[src/rtl/bpred_pc_unit.sv]
// Fetch-side PC register with predecode and a direct-mapped BHT of saturating counters.
// Optional resolve/mispredict statistics counters are built when BPRED_STATS_EN is defined.
module bpred_pc_unit #(
    parameter int          BHT_DEPTH = 64,
    parameter int          CTR_BITS  = 2,
    parameter logic [31:0] RESET_PC  = 32'h0000_0000
) (
    input  logic        clk,
    input  logic        reset,
    input  logic        stall_i,
    input  logic [31:0] instr_i,
    output logic [31:0] pc_o,
    output logic        pred_taken_o,
    output logic [31:0] pred_target_o,
    input  logic        redirect_i,
    input  logic [31:0] redirect_pc_i,
    input  logic        resolve_valid_i,
    input  logic [31:0] resolve_pc_i,
    input  logic        resolve_taken_i,
    output logic [31:0] br_cnt_o,
    output logic [31:0] mispred_cnt_o
);
    localparam int IDX_W = $clog2(BHT_DEPTH);
    localparam int CTR_INIT_INT = (32'sd1 <<< (CTR_BITS - 1)) - 32'sd1;
    localparam logic [CTR_BITS-1:0] CTR_INIT = CTR_INIT_INT[CTR_BITS-1:0];
    localparam logic [CTR_BITS-1:0] CTR_MAX  = {CTR_BITS{1'b1}};
    localparam logic [CTR_BITS-1:0] CTR_MIN  = {CTR_BITS{1'b0}};
    localparam logic [CTR_BITS-1:0] CTR_ONE  = CTR_BITS'(32'd1);

    localparam logic [5:0] OP_BVAR = 6'd1;
    localparam logic [5:0] OP_J    = 6'd2;
    localparam logic [5:0] OP_JAL  = 6'd3;
    localparam logic [5:0] OP_BEQ  = 6'd4;
    localparam logic [5:0] OP_BNE  = 6'd5;
    localparam logic [5:0] OP_BLEZ = 6'd6;
    localparam logic [5:0] OP_BGTZ = 6'd7;

    logic [31:0]         pc_r;
    logic [31:0]         next_pc_s;
    logic [31:0]         seq_s;
    logic [31:0]         br_target_s;
    logic [31:0]         jmp_target_s;
    logic [5:0]          op_s;
    logic [IDX_W-1:0]    lookup_idx_s;
    logic [IDX_W-1:0]    train_idx_s;
    logic [CTR_BITS-1:0] bht_r [BHT_DEPTH];
    logic                unused_s;

    assign op_s         = instr_i[31:26];
    assign seq_s        = pc_r + 32'd4;
    assign br_target_s  = seq_s + {{14{instr_i[15]}}, instr_i[15:0], 2'b00};
    assign jmp_target_s = {seq_s[31:28], instr_i[25:0], 2'b00};
    assign lookup_idx_s = pc_r[IDX_W+1:2];
    assign train_idx_s  = resolve_pc_i[IDX_W+1:2];
    assign unused_s     = ^{resolve_pc_i[31:IDX_W+2], resolve_pc_i[1:0]};
    assign pc_o         = pc_r;

    // Predecode: classify the fetched opcode and pick prediction and target.
    always_comb begin
        pred_taken_o  = 1'b0;
        pred_target_o = seq_s;
        case (op_s)
            OP_BVAR, OP_BEQ, OP_BNE, OP_BLEZ, OP_BGTZ: begin
                pred_taken_o  = bht_r[lookup_idx_s][CTR_BITS-1];
                pred_target_o = br_target_s;
            end
            OP_J, OP_JAL: begin
                pred_taken_o  = 1'b1;
                pred_target_o = jmp_target_s;
            end
            default: begin
                pred_taken_o  = 1'b0;
                pred_target_o = seq_s;
            end
        endcase
    end

    // Next-PC selection: a redirect overrides a stall, which overrides the prediction.
    always_comb begin
        next_pc_s = seq_s;
        if (redirect_i) begin
            next_pc_s = redirect_pc_i;
        end else if (stall_i) begin
            next_pc_s = pc_r;
        end else if (pred_taken_o) begin
            next_pc_s = pred_target_o;
        end else begin
            next_pc_s = seq_s;
        end
    end

    // PC register.
    always_ff @(posedge clk) begin
        if (reset) begin
            pc_r <= RESET_PC;
        end else begin
            pc_r <= next_pc_s;
        end
    end

    // BHT training; the same-cycle lookup sees the value before this update.
    always_ff @(posedge clk) begin
        if (reset) begin
            for (int i = 0; i < BHT_DEPTH; i++) begin
                bht_r[i] <= CTR_INIT;
            end
        end else if (resolve_valid_i) begin
            if (resolve_taken_i) begin
                if (bht_r[train_idx_s] != CTR_MAX) begin
                    bht_r[train_idx_s] <= bht_r[train_idx_s] + CTR_ONE;
                end
            end else if (bht_r[train_idx_s] != CTR_MIN) begin
                bht_r[train_idx_s] <= bht_r[train_idx_s] - CTR_ONE;
            end
        end
    end

`ifdef BPRED_STATS_EN
    logic [31:0] br_cnt_r;
    logic [31:0] mispred_cnt_r;

    // Free-running statistics, wrapping at 2^32.
    always_ff @(posedge clk) begin
        if (reset) begin
            br_cnt_r      <= 32'd0;
            mispred_cnt_r <= 32'd0;
        end else begin
            if (resolve_valid_i) begin
                br_cnt_r <= br_cnt_r + 32'd1;
            end
            if (redirect_i) begin
                mispred_cnt_r <= mispred_cnt_r + 32'd1;
            end
        end
    end

    assign br_cnt_o      = br_cnt_r;
    assign mispred_cnt_o = mispred_cnt_r;
`else
    assign br_cnt_o      = 32'd0;
    assign mispred_cnt_o = 32'd0;
`endif

endmodule

[config.mk]
export PLATFORM = sky130hd
export DESIGN_NAME = bpred_pc_unit
export DESIGN_NICKNAME = d
export VERILOG_FILES = /design/src/rtl/bpred_pc_unit.sv
export SDC_FILE = /design/constraint.sdc
export NUM_CORES = 1
export LEC_CHECK = 0
export CAP_MARGIN = 20
export CELL_PAD_IN_SITES_DETAIL_PLACEMENT = 2
export CELL_PAD_IN_SITES_GLOBAL_PLACEMENT = 2
export CORE_MARGIN = 5
export CORE_UTILIZATION = 33
export CTS_CLUSTER_DIAMETER = 80
export CTS_CLUSTER_SIZE = 16
export DETAILED_ROUTE_END_ITERATION = 8
export GPL_TIMING_DRIVEN = 0
export HOLD_SLACK_MARGIN = 0.03
export PLACE_DENSITY_LB_ADDON = 0.1
export SLEW_MARGIN = 20
export SYNTH_ARGS = -nofsm -noshare
export SYNTH_HDL_FRONTEND = slang
export SYNTH_SLANG_ARGS = --single-unit
[constraint.sdc]
create_clock -name clk -period 5.3 [get_ports clk]
set_input_delay 1.325 -clock clk [delete_from_list [all_inputs] [get_ports clk]]
set_output_delay 1.325 -clock clk [all_outputs]
set_load 0.01 [all_outputs]
==> results of run 1 <==
-- state kept, by name, summed over array words and instances, names as in the netlist, named ones only --
register / cells
bht_r: 128
pc_o: 32
-- timing repair --
item                                    in CTS  in global routing
setup buffers                               48                 39
endpoints found under the setup margin     139                 81
resized for setup                          267                 75
pin swaps                                   43                 49
endpoints found under the hold margin        0                  0
hold buffers                                 0                  0
-- cells by family after synthesis --
kind of cell,synth area share [%]
AO/OA/AOI/OAI,21.0
XOR/XNOR,3.06
adder cells (fa/ha/maj),3.57
buffers and inverters,9.23
flip-flops,35.9
multiplexers,7.69
other,0.0292
AND/OR/NAND/NOR,19.6
-- report_power, final --
part           internal (mW)  total, mW  switching (mW)
registers               1.44       1.49          0.0519
clock network          0.703       1.34           0.641
logic                  0.526       1.35           0.825
total                   2.67       4.18            1.52
-- path summary, 6_finish.rpt --
kind	start	end	cells after the start
worst min register to register	pc_o[9]	pc_o[9]	2
worst min-delay path	pc_o[9]	pc_o[9]	2
worst max register to register	register	pc_o[6]	10
worst max-delay path	pc_o[4]	pred_target_o[24]	15
-- cells in the mapped netlist (9+ instances only) --
library cell  number
edfxtp_1         128
nand2_1           85
clkbuf_1          77
buf_4             71
o21ai_0           65
nor2_1            63
nor4_1            61
a21oi_1           60
or4_1             49
inv_1             39
dfxtp_1           38
ha_1              35
nand3_1           35
a41o_1            32
mux4_2            30
buf_2             29
nand4_1           29
o41ai_1           29
xor2_1            23
mux2i_1           21
and3_1            20
o211ai_1          20
xnor2_1           20
nor3_1            18
a21o_1            15
a211oi_1          14
a221oi_1          14
a22oi_1           13
nor3b_1           12
nand2b_1          11
nor2b_1           11
o221ai_1          11
o21a_1            10
and2_1             9
and4_1             9
-- metal layers --
metal	part of all wire, %	wire, µm	up-vias	global-route usage (%)
met5	0	0	-	0
met4	5.7	4040	0	14.8
met2	51	36100	646	54.8
li1	-	-	5819	-
met3	5.6	4020	209	5.27
met1	38	27300	7065	36.1
-- layout make-up --
class	instances	area (µm²)	share of cell area, %
multi-input combinational	1022	8390	48.1
sequential	166	4650	26.7
timing repair buffer	222	1990	11.4
buffer	177	1040	5.94
tap	518	648	3.71
clock buffer	19	433	2.48
inverter	41	154	0.882
clock inverter	12	145	0.832
-- worst max-delay path: stages, from the launching register on --
cell	delay [ps]
dfxtp_4	370
and4_4	270
nand4_1	160
buf_6	180
nor2_4	70
xor2_1	150
buf_4	180
ha_4	240
a21oi_4	170
o22ai_2	80
or4b_4	500
a32o_2	290
a211oi_2	280
xor2_1	270
o221ai_2	140
buf_2	170
==> Implementation_results.wiki, run 1 <==
{| class="wikitable"
! Metric !! Value
|-
| Kind of path behind the tightest hold check || register to register
|-
| Ys async rst share || 0%
|-
| Worst skew pair latency || 470 ps
|-
| Cells after synthesis || 1,352
|-
| Critical Path Sink Type || output port
|-
| Total Neg Setup Slack || -124 ps
|-
| Vias in the first global route || 14,400
|-
| Routed via count divided by cell count || 6.31
|-
| Share of cells above drive strength 1 || 28.1%
|-
| Total clock sinks || 166
|-
| Maximum number of pins on one net before global-route repair || 19
|-
| Largest vdd supply drop || 0.000254 V
|-
| Final Hold Violating Endpoints || 0
|-
| MaxCap Viol Count || 0
|-
| Dominant cell type by area after synthesis || edfxtp_1
|-
| Synthesized area divided by synthesized cell count || 9.50 µm²
|-
| CTS Root Buffer Type || clkbuf_16
|-
| Max_slew headroom || 27.6%
|-
| Final period util || 101%
|-
| Die extent in y || 207 µm
|-
| RSZ-0062 raised after global routing || true
|-
| GRT Residual Overflow || 0
|-
| CP Class || register to output port
|-
| Total power after layout || 4.18 mW
|-
| Port buffer count || 135
|-
| Distinct cell type count of the synthesized netlist || 80
|-
| Number of enable flip-flop cells after synthesis || 128
|-
| # placed instances || 2,069
|-
| Number of DRC markers in iteration 0 || 1,147
|-
| Antenna fix cells || 0
|-
| Minimum period implied by the final worst setup slack || 5350 ps
|-
| Die Footprint || 43,000 µm²
|-
| Most used cells in the layout excluding fill and tap cells || buf_4 (152), edfxtp_1 (128), clkdlybuf4s50_1 (105)
|-
| Critical-path maximum fanout || 5
|-
| Flop-to-flop setup slack || 1360 ps
|-
| Data required time of the critical path || 3970 ps
|-
| Count of TritonRoute iterations in the first routing pass || 5
|-
| CTS tree || yes
|-
| Fill cell count || 4,112
|-
| Leakage component of the power || 6.42 nW
|-
| Startpoint type of the worst setup path || register
|-
| Width of the die || 207 µm
|-
| Initial core utilization || 33.3%
|-
| Per-cell routed wire length || 32.8 µm
|-
| Arrival time at the worst endpoint || 4020 ps
|-
| Number of levels the H-tree was split into || 4
|-
| Most instantiated flip-flop cell in the synthesis netlist || edfxtp_1
|-
| I/O pin cnt || 231
|-
| Most common library cell in the layout ignoring fill and taps || buf_4
|-
| Synthesized flop and latch total || 166
|-
| Part of the Yosys area used for sequential elements || 35.9%
|-
| Aggregate routed wire length || 71,400 µm
|-
| Nets || 1,785
|-
| Area of all placed cells without fillers || 17,400 µm²
|-
| Number of antenna violations at the first check in global routing || 0
|-
| Clock transition at the registers of the reported paths || 80 ps
|-
| Gp weighted congestion || 0.959
|-
| Smallest hold slack || 615 ps
|-
| Slew @ Worst Pin || 1090 ps
|-
| Post-place setup slack || -1600 ps
|-
| Drc violations || 0
|-
| Violations in the final reports || setup timing
|-
| Area share of the largest cell type after synthesis || 29.9%
|-
| Number of warning messages in the yosys log || 0
|-
| Final count of pins violating max slew || 0
|-
| Number of nets with antenna violations after detailed routing || 0
|-
| Via count || 13,700
|-
| Utilization of the core after routing || 45.3%
|-
| Top achievable clock speed || 187 MHz
|-
| Area grow syn2layout || 35.9%
|-
| Final Worst Setup Slack || -47.8 ps
|-
| Max Buffers Root-to-Sink || 2
|-
| Area of the core || 38,600 µm²
|-
| Most area-consuming cells after synthesis || edfxtp_1 (30%), dfxtp_1 (5.9%), mux4_2 (5.3%)
|-
| Number of core rows || 72
|-
| Global-route wire length before repair || 99,000 µm
|-
| Total power divided by cell area || 240 nW/µm²
|-
| Mapped Area || 12,800 µm²
|-
| Number of buffers inserted during clock tree synthesis || 17
|-
| Worst Clk Skew || 14.6 ps
|-
| Count of endpoints failing setup in the final report || 4
|-
| Total global routing track utilization || 30.8%
|-
| Cell area after placement || 15,100 µm²
|-
| Non-filler cells, final || 2,177
|-
| Post-DP HPWL || 49,800 µm
|-
| Result of the run || finished, violations left
|}
(Power assumes the default switching activity.)
==> run 2: changes to the inputs <==
--- a/config.mk
+++ b/config.mk
@@ -10,12 +10,13 @@
 export CELL_PAD_IN_SITES_GLOBAL_PLACEMENT = 2
 export CORE_MARGIN = 5
 export CORE_UTILIZATION = 33
-export CTS_CLUSTER_DIAMETER = 80
+export CTS_CLUSTER_DIAMETER = 30
 export CTS_CLUSTER_SIZE = 16
 export DETAILED_ROUTE_END_ITERATION = 8
 export GPL_TIMING_DRIVEN = 0
 export HOLD_SLACK_MARGIN = 0.03
 export PLACE_DENSITY_LB_ADDON = 0.1
+export REMOVE_ABC_BUFFERS = 1
 export SLEW_MARGIN = 20
 export SYNTH_ARGS = -nofsm -noshare
 export SYNTH_HDL_FRONTEND = slang
==> run 2 against run 1 <==
The flow still finishes with violations (setup timing). Total power shrank 6.4%. Sequential share of layout area rose by 1.4 points. Combinational power down 12%. Clock power shrank 9%. Worst hold slack worse by 19 ps. Largest power group unchanged. Sequential cell count is the same. Die area is the same. Worst setup slack lost 24 ps. Largest cell class unchanged. Critical path depth up 3. Clock-buffer cell count is 1 higher. First-iteration DRC count down 31%. Non-clock buffer count shrank 165.
==> Implementation_results.wiki, run 2 (same netlist as run 1, synthesis figures left out) <==
{| class="wikitable"
! Metric !! Value
|-
| Number of levels the H-tree was split into || 4 (unchanged)
|-
| Port buffer count || 140 (was 135)
|-
| Data required time of the critical path || 3970 ps (about the same)
|-
| Drc violations || 0 (unchanged)
|-
| Max Buffers Root-to-Sink || 2 (unchanged)
|-
| Total global routing track utilization || 25.2% (was 30.8%)
|-
| Aggregate routed wire length || 57,800 µm (was 71,400 µm)
|-
| Most used cells in the layout excluding fill and tap cells || edfxtp_1 (128), clkdlybuf4s50_1 (104), nand2_1 (80) (was buf_4 (152), edfxtp_1 (128), clkdlybuf4s50_1 (105))
|-
| RSZ-0062 raised after global routing || true (unchanged)
|-
| Leakage component of the power || 5.84 nW (was 6.42 nW)
|-
| Worst Clk Skew || 22.5 ps (was 14.6 ps)
|-
| Number of DRC markers in iteration 0 || 789 (was 1,147)
|-
| Number of core rows || 72 (unchanged)
|-
| Antenna fix cells || 0 (unchanged)
|-
| # placed instances || 1,903 (was 2,069)
|-
| Area of the core || 38,600 µm² (unchanged)
|-
| Final period util || 101% (about the same)
|-
| Die Footprint || 43,000 µm² (unchanged)
|-
| Final Worst Setup Slack || -71.9 ps (was -47.8 ps)
|-
| Area grow syn2layout || 29.0% (was 35.9%)
|-
| Largest vdd supply drop || 0.000239 V (was 0.000254 V)
|-
| Nets || 1,621 (was 1,785)
|-
| Number of nets with antenna violations after detailed routing || 0 (unchanged)
|-
| Violations in the final reports || setup timing (unchanged)
|-
| Total power divided by cell area || 236 nW/µm² (was 240 nW/µm²)
|-
| Kind of path behind the tightest hold check || register to register (unchanged)
|-
| Result of the run || finished, violations left (unchanged)
|-
| Post-DP HPWL || 37,800 µm (was 49,800 µm)
|-
| Arrival time at the worst endpoint || 4050 ps (was 4020 ps)
|-
| Critical-path maximum fanout || 6 (was 5)
|-
| Post-place setup slack || -1460 ps (was -1600 ps)
|-
| Max_slew headroom || 26.5% (was 27.6%)
|-
| Slew @ Worst Pin || 1100 ps (was 1090 ps)
|-
| Maximum number of pins on one net before global-route repair || 75 (was 19)
|-
| Count of TritonRoute iterations in the first routing pass || 5 (unchanged)
|-
| Clock transition at the registers of the reported paths || 70 ps (was 80 ps)
|-
| Minimum period implied by the final worst setup slack || 5370 ps (was 5350 ps)
|-
| CTS tree || yes (unchanged)
|-
| I/O pin cnt || 231 (unchanged)
|-
| Per-cell routed wire length || 28.7 µm (was 32.8 µm)
|-
| Total clock sinks || 166 (unchanged)
|-
| Worst skew pair latency || 460 ps (was 470 ps)
|-
| Global-route wire length before repair || 84,400 µm (was 99,000 µm)
|-
| Vias in the first global route || 13,200 (was 14,400)
|-
| Number of flip-flops under the largest register name || 128 (unchanged)
|-
| Initial core utilization || 33.3% (unchanged)
|-
| Critical Path Sink Type || output port (unchanged)
|-
| Number of buffers inserted during clock tree synthesis || 17 (unchanged)
|-
| Via count || 12,400 (was 13,700)
|-
| Width of the die || 207 µm (unchanged)
|-
| MaxCap Viol Count || 0 (unchanged)
|-
| GRT Residual Overflow || 0 (unchanged)
|-
| Startpoint type of the worst setup path || register (unchanged)
|-
| Top achievable clock speed || 186 MHz (was 187 MHz)
|-
| Final count of pins violating max slew || 0 (unchanged)
|-
| Most common library cell in the layout ignoring fill and taps || edfxtp_1 (was buf_4)
|-
| Final Hold Violating Endpoints || 0 (unchanged)
|-
| Gp weighted congestion || 0.808 (was 0.959)
|-
| Non-filler cells, final || 2,014 (was 2,177)
|-
| Count of endpoints failing setup in the final report || 6 (was 4)
|-
| CP Class || register to output port (unchanged)
|-
| Routed via count divided by cell count || 6.17 (was 6.31)
|-
| Number of antenna violations at the first check in global routing || 1 (was 0)
|-
| CTS Root Buffer Type || clkbuf_16 (unchanged)
|-
| Most flop-heavy register || bht_r (unchanged)
|-
| Die extent in y || 207 µm (unchanged)
|-
| Share of cells above drive strength 1 || 24.1% (was 28.1%)
|}
run 2: final timing paths:
kind                  from  cells past startpoint           endpoint  slack [ps]
hold reg to reg    pc_o[9]                      2            pc_o[9]         600
setup / recovery   pc_o[8]                     18  pred_target_o[31]         -70
hold / removal     pc_o[9]                      2            pc_o[9]         600
setup reg to reg  pc_o[13]                     13           pc_o[29]        1260
run 2: cell type report:
class,instances,area [µm²]
flip-flops and latches,166,4650
clock buffers,20,437
multi-input cells,1023,8270
fillers,4130,22000
clock inverters,12,97.6
inverters,41,160
well taps,518,648
repair buffers,234,2300
run 2: metrics by stage:
stage	hold WS, ps	cell area (µm²)	util, %	total power, mW	TNS (ps)
after global placement	586	14100	36.6	2.48	-1628280
final	596	16600	43.0	3.92	-237
after global routing	657	16600	43.0	4.06	-1080
after floorplan	584	12000	-	2.04	-21980
after detailed placement	604	14500	37.6	2.54	-75750
after CTS	592	16100	41.8	3.87	-101
run 2: critical path, cell delays in order (launching register included):
cell and delay [ps]:
dfxtp_4 390, and4_4 270, nand4_1 270, nor2_2 230, xor2_2 170, buf_6 140
ha_4 210, nand4_1 170, buf_4 160, nand2b_1 120, o21ai_2 60, a31o_4 230
buf_6 140, buf_4 130, o2111ai_4 220, a21boi_2 120, o31a_1 310, nor2_1 100
buf_4 150
run 2: report_power, final:
group	switching (mW)	internal (mW)
clock network	0.613	0.610
registers	0.0630	1.44
logic	0.708	0.483
run 2: repair_timing:
action	4_1_cts	5_1_grt
hold buffers	0	0
endpoints found under the hold margin	0	0
setup endpoints to repair	37	37
gates resized for setup	225	67
pin swaps	50	58
cloned	0	1
setup buffers	50	28
run 2: layer usage:
layer	wire, µm	share of wire (%)	up-vias	GRT usage (%)
met4	1790	3.1	2	9.35
met3	2260	3.9	106	4.52
met2	29900	52	341	45.0
met1	23800	41	6487	30.3
met5	13	0.022	-	0
li1	-	-	5498	-
==> run 3: changes to the inputs <==
--- a/config.mk
+++ b/config.mk
@@ -8,7 +8,7 @@
 export CAP_MARGIN = 20
 export CELL_PAD_IN_SITES_DETAIL_PLACEMENT = 2
 export CELL_PAD_IN_SITES_GLOBAL_PLACEMENT = 2
-export CORE_MARGIN = 5
+export CORE_MARGIN = 8
 export CORE_UTILIZATION = 33
 export CTS_CLUSTER_DIAMETER = 30
 export CTS_CLUSTER_SIZE = 16
==> run 3 against run 2 <==
Non-clock buffer count decreased by 10. Core utilization decreased by 0.21 points. The flow still finishes with violations (setup timing). Sequential share of layout area increased by 0.18 points. Cell area decreased by 0.50%. Clock-buffer cell count unchanged. Critical path depth decreased by 5. First-iteration DRC count decreased by 1.4%. Worst setup slack improved by 35 ps. Register-to-register slack got worse by 90 ps. Clock power about the same.
==> Implementation_results.wiki, run 3 (same netlist as run 1, synthesis figures left out) <==
{| class="wikitable"
! Metric !! Value
|-
| Internal Pwr Total || 2.53 mW (about the same)
|-
| Aggregate routed wire length || 57,800 µm (about the same)
|-
| Final Worst Setup Slack || -36.8 ps (was -71.9 ps)
|-
| Final period util || 101% (about the same)
|-
| Area used by multi-input combinational logic || 8300 µm² (was 8270 µm²)
|-
| Max_slew headroom || 27.7% (was 26.5%)
|-
| CTS Hold Buffers Added || 0 (unchanged)
|-
| Number of core rows || 72 (unchanged)
|-
| Leakage component of the power || 5.75 nW (was 5.84 nW)
|-
| Minimum period implied by the final worst setup slack || 5340 ps (was 5370 ps)
|-
| Storage element area || 4660 µm² (was 4650 µm²)
|-
| Buf/Inv on CP || 4 (was 5)
|-
| Net switching share of the total power || 35.2% (was 35.3%)
|-
| Routed via count divided by cell count || 6.14 (was 6.17)
|-
| Count of TritonRoute iterations in the first routing pass || 6 (was 5)
|-
| Number of flip-flops under the largest register name || 128 (unchanged)
|-
| R2r startpoint || bht_r[15][0] (was pc_o[13])
|-
| CTS Root Buffer Type || clkbuf_16 (unchanged)
|-
| Share of power burned in combinational logic || 30.6% (was 30.4%)
|-
| Number of DRC markers in iteration 0 || 778 (was 789)
|-
| Port buffer count || 140 (unchanged)
|-
| Total global routing track utilization || 24.7% (was 25.2%)
|-
| Most flop-heavy register || bht_r (unchanged)
|-
| Fill cell count || 4,090 (was 4,130)
|-
| Share of cells above drive strength 1 || 23.6% (was 24.1%)
|-
| Most common library cell in the layout ignoring fill and taps || edfxtp_1 (unchanged)
|-
| # placed instances || 1,901 (was 1,903)
|-
| Result of the run || finished, violations left (unchanged)
|-
| CTS tree || yes (unchanged)
|-
| Top achievable clock speed || 187 MHz (was 186 MHz)
|-
| Die extent in y || 213 µm (was 207 µm)
|-
| Worst skew pair latency || 460 ps (about the same)
|-
| Largest vdd supply drop || 0.000227 V (was 0.000239 V)
|-
| Max Buffers Root-to-Sink || 2 (unchanged)
|-
| Post-DP HPWL || 38,200 µm (was 37,800 µm)
|-
| Critical Path Sink Type || output port (unchanged)
|-
| Sequential fraction of design power || 38.4% (about the same)
|-
| Cells along the critical path || buf_8, ha_4, inv_2, fa_2, nor2b_4, buf_6, o2111a_1, or4_4, a32o_2, a211oi_4, xor2_2, o221ai_2, buf_2 (was and4_4, nand4_1, nor2_2, xor2_2, buf_6, ha_4, nand4_1, buf_4, nand2b_1, o21ai_2, a31o_4, buf_6, buf_4, o2111ai_4, a21boi_2, o31a_1, nor2_1, buf_4)
|-
| Startpoint type of the worst setup path || primary input (was register)
|-
| Total clock sinks || 166 (unchanged)
|-
| Vias in the first global route || 13,200 (about the same)
|-
| MaxCap Viol Count || 0 (unchanged)
|-
| Slowest stage delay, CP || 560 ps (was 390 ps)
|-
| Arrival time at the worst endpoint || 4010 ps (was 4050 ps)
|-
| Post-place setup slack || -1510 ps (was -1460 ps)
|-
| Data required time of the critical path || 3970 ps (about the same)
|-
| Initial core utilization || 33.3% (unchanged)
|-
| Critical-path maximum fanout || 3 (was 6)
|-
| Total power divided by cell area || 237 nW/µm² (was 236 nW/µm²)
|-
| RSZ-0062 raised after global routing || true (unchanged)
|-
| GRT Residual Overflow || 0 (unchanged)
|-
| Maximum number of pins on one net before global-route repair || 72 (was 75)
|-
| Antenna fix cells || 0 (unchanged)
|-
| Final Hold Violating Endpoints || 0 (unchanged)
|-
| Clock transition at the registers of the reported paths || 70 ps (about the same)
|-
| Drc violations || 0 (unchanged)
|-
| Via count || 12,300 (was 12,400)
|-
| Number of nets with antenna violations after detailed routing || 0 (unchanged)
|-
| Critical path's top delay family || compound AO/OA/AOI/OAI gates (was simple AND/OR/NAND/NOR gates)
|-
| I/O pin cnt || 231 (unchanged)
|-
| CP Class || primary input to output port (was register to output port)
|-
| Worst Clk Skew || 17.5 ps (was 22.5 ps)
|-
| Area grow syn2layout || 28.3% (was 29.0%)
|-
| Slew @ Worst Pin || 1080 ps (was 1100 ps)
|-
| Switching power || 1.37 mW (was 1.38 mW)
|-
| Number of levels the H-tree was split into || 4 (unchanged)
|-
| Gp weighted congestion || 0.804 (was 0.808)
|-
| Critical-path cell with the highest stage delay || or4_4 (was dfxtp_4)
|-
| Die Footprint || 45,500 µm² (was 43,000 µm²)
|-
| Count of endpoints failing setup in the final report || 3 (was 6)
|-
| Kind of path behind the tightest hold check || register to register (unchanged)
|-
| Area of the core || 38,600 µm² (unchanged)
|-
| Nets || 1,610 (was 1,621)
|-
| Number of antenna violations at the first check in global routing || 1 (unchanged)
|-
| Width of the die || 213 µm (was 207 µm)
|-
| Share of power burned in the clock network || 31.0% (was 31.2%)
|-
| Per-cell routed wire length || 28.9 µm (was 28.7 µm)
|-
| Launch point of the critical path || instr_i[0] (was pc_o[8])
|-
| Global-route wire length before repair || 85,200 µm (was 84,400 µm)
|-
| Violations in the final reports || setup timing (unchanged)
|-
| Number of buffers inserted during clock tree synthesis || 17 (unchanged)
|-
| Non-filler cells, final || 2,003 (was 2,014)
|-
| Min-delay src || pc_o[26] (was pc_o[9])
|-
| Most used cells in the layout excluding fill and tap cells || edfxtp_1 (128), clkdlybuf4s50_1 (104), nand2_1 (81) (was edfxtp_1 (128), clkdlybuf4s50_1 (104), nand2_1 (80))
|-
| Final count of pins violating max slew || 0 (unchanged)
|}
run 3: cell count changes in the layout (fill, tap and decap cells not counted), sizes merged:
cell,previous run,this run
clkinv,7,4
clkbuf,23,24
dlygate4sd2,15,10
dlymetal6s2s,1,3
clkinvlp,3,5
buf,111,103
o21a,11,10
inv,43,44
run 3: worst paths after layout:
| check | to | slack [ps] | depth (start not counted) |
|---|---|---|---|
| worst max register to register | bht_r[3][0] | 1170 | 9 |
| worst max-delay path | pred_target_o[24] | -40 | 13 |
| worst min register to register | pc_o[26] | 620 | 2 |
| worst min-delay path | pc_o[26] | 620 | 2 |
run 3: metrics by stage:
stage	util, %	instance area (µm²)	power, mW	setup TNS, ps	hold slack (ps)
after floorplan	-	12000	2.04	-21980	584
after global placement	36.6	14100	2.49	-1634760	579
after detailed placement	37.5	14500	2.53	-71380	602
after CTS	41.8	16100	3.86	-255	637
after global routing	42.7	16500	4.05	-675	666
final	42.7	16500	3.90	-57.0	622
run 3: per-layer routing:
layer  track usage (%)  vias to the layer above  wire length [µm]
met5                 0                        -                13
met4              8.79                        2              1800
met3              3.71                       99              2410
met2              43.8                      349             29500
met1              30.1                     6386             24000
li1                  -                     5472                 -
run 3: worst reg2reg max path, delay by kind of cell (launching register included):
family | cells | cell delay, ps
flip-flops | 1 | 380
AO/OA/AOI/OAI | 5 | 1780
AND/OR/NAND/NOR | 1 | 460
multiplexers | 2 | 810
buffers and inverters | 1 | 330
run 3: power groups by stage:
stage / Sequential [mW] / Clock [mW] / Combinational (mW)
floorplan: 1.51 / 0 / 0.528
global placement: 1.53 / 0 / 0.959
detailed placement: 1.53 / 0 / 1.01
CTS: 1.50 / 1.23 / 1.13
global route: 1.51 / 1.28 / 1.26
finish: 1.50 / 1.21 / 1.19
run 3: what timing repair did:
action	4_1_cts	5_1_grt
setup buffers	55	15
resized for setup	237	73
pin swaps	46	28
endpoints found under the hold margin	0	0
endpoints found under the setup margin	32	104
run 3: cell type report:
class | count | share of cell area [%]
timing repair buffer | 224 | 13.2
clock inverter | 12 | 0.577
clock buffer | 20 | 2.65
sequential | 166 | 28.3
inverter | 41 | 0.972
tap | 518 | 3.93
multi-input combinational | 1022 | 50.4
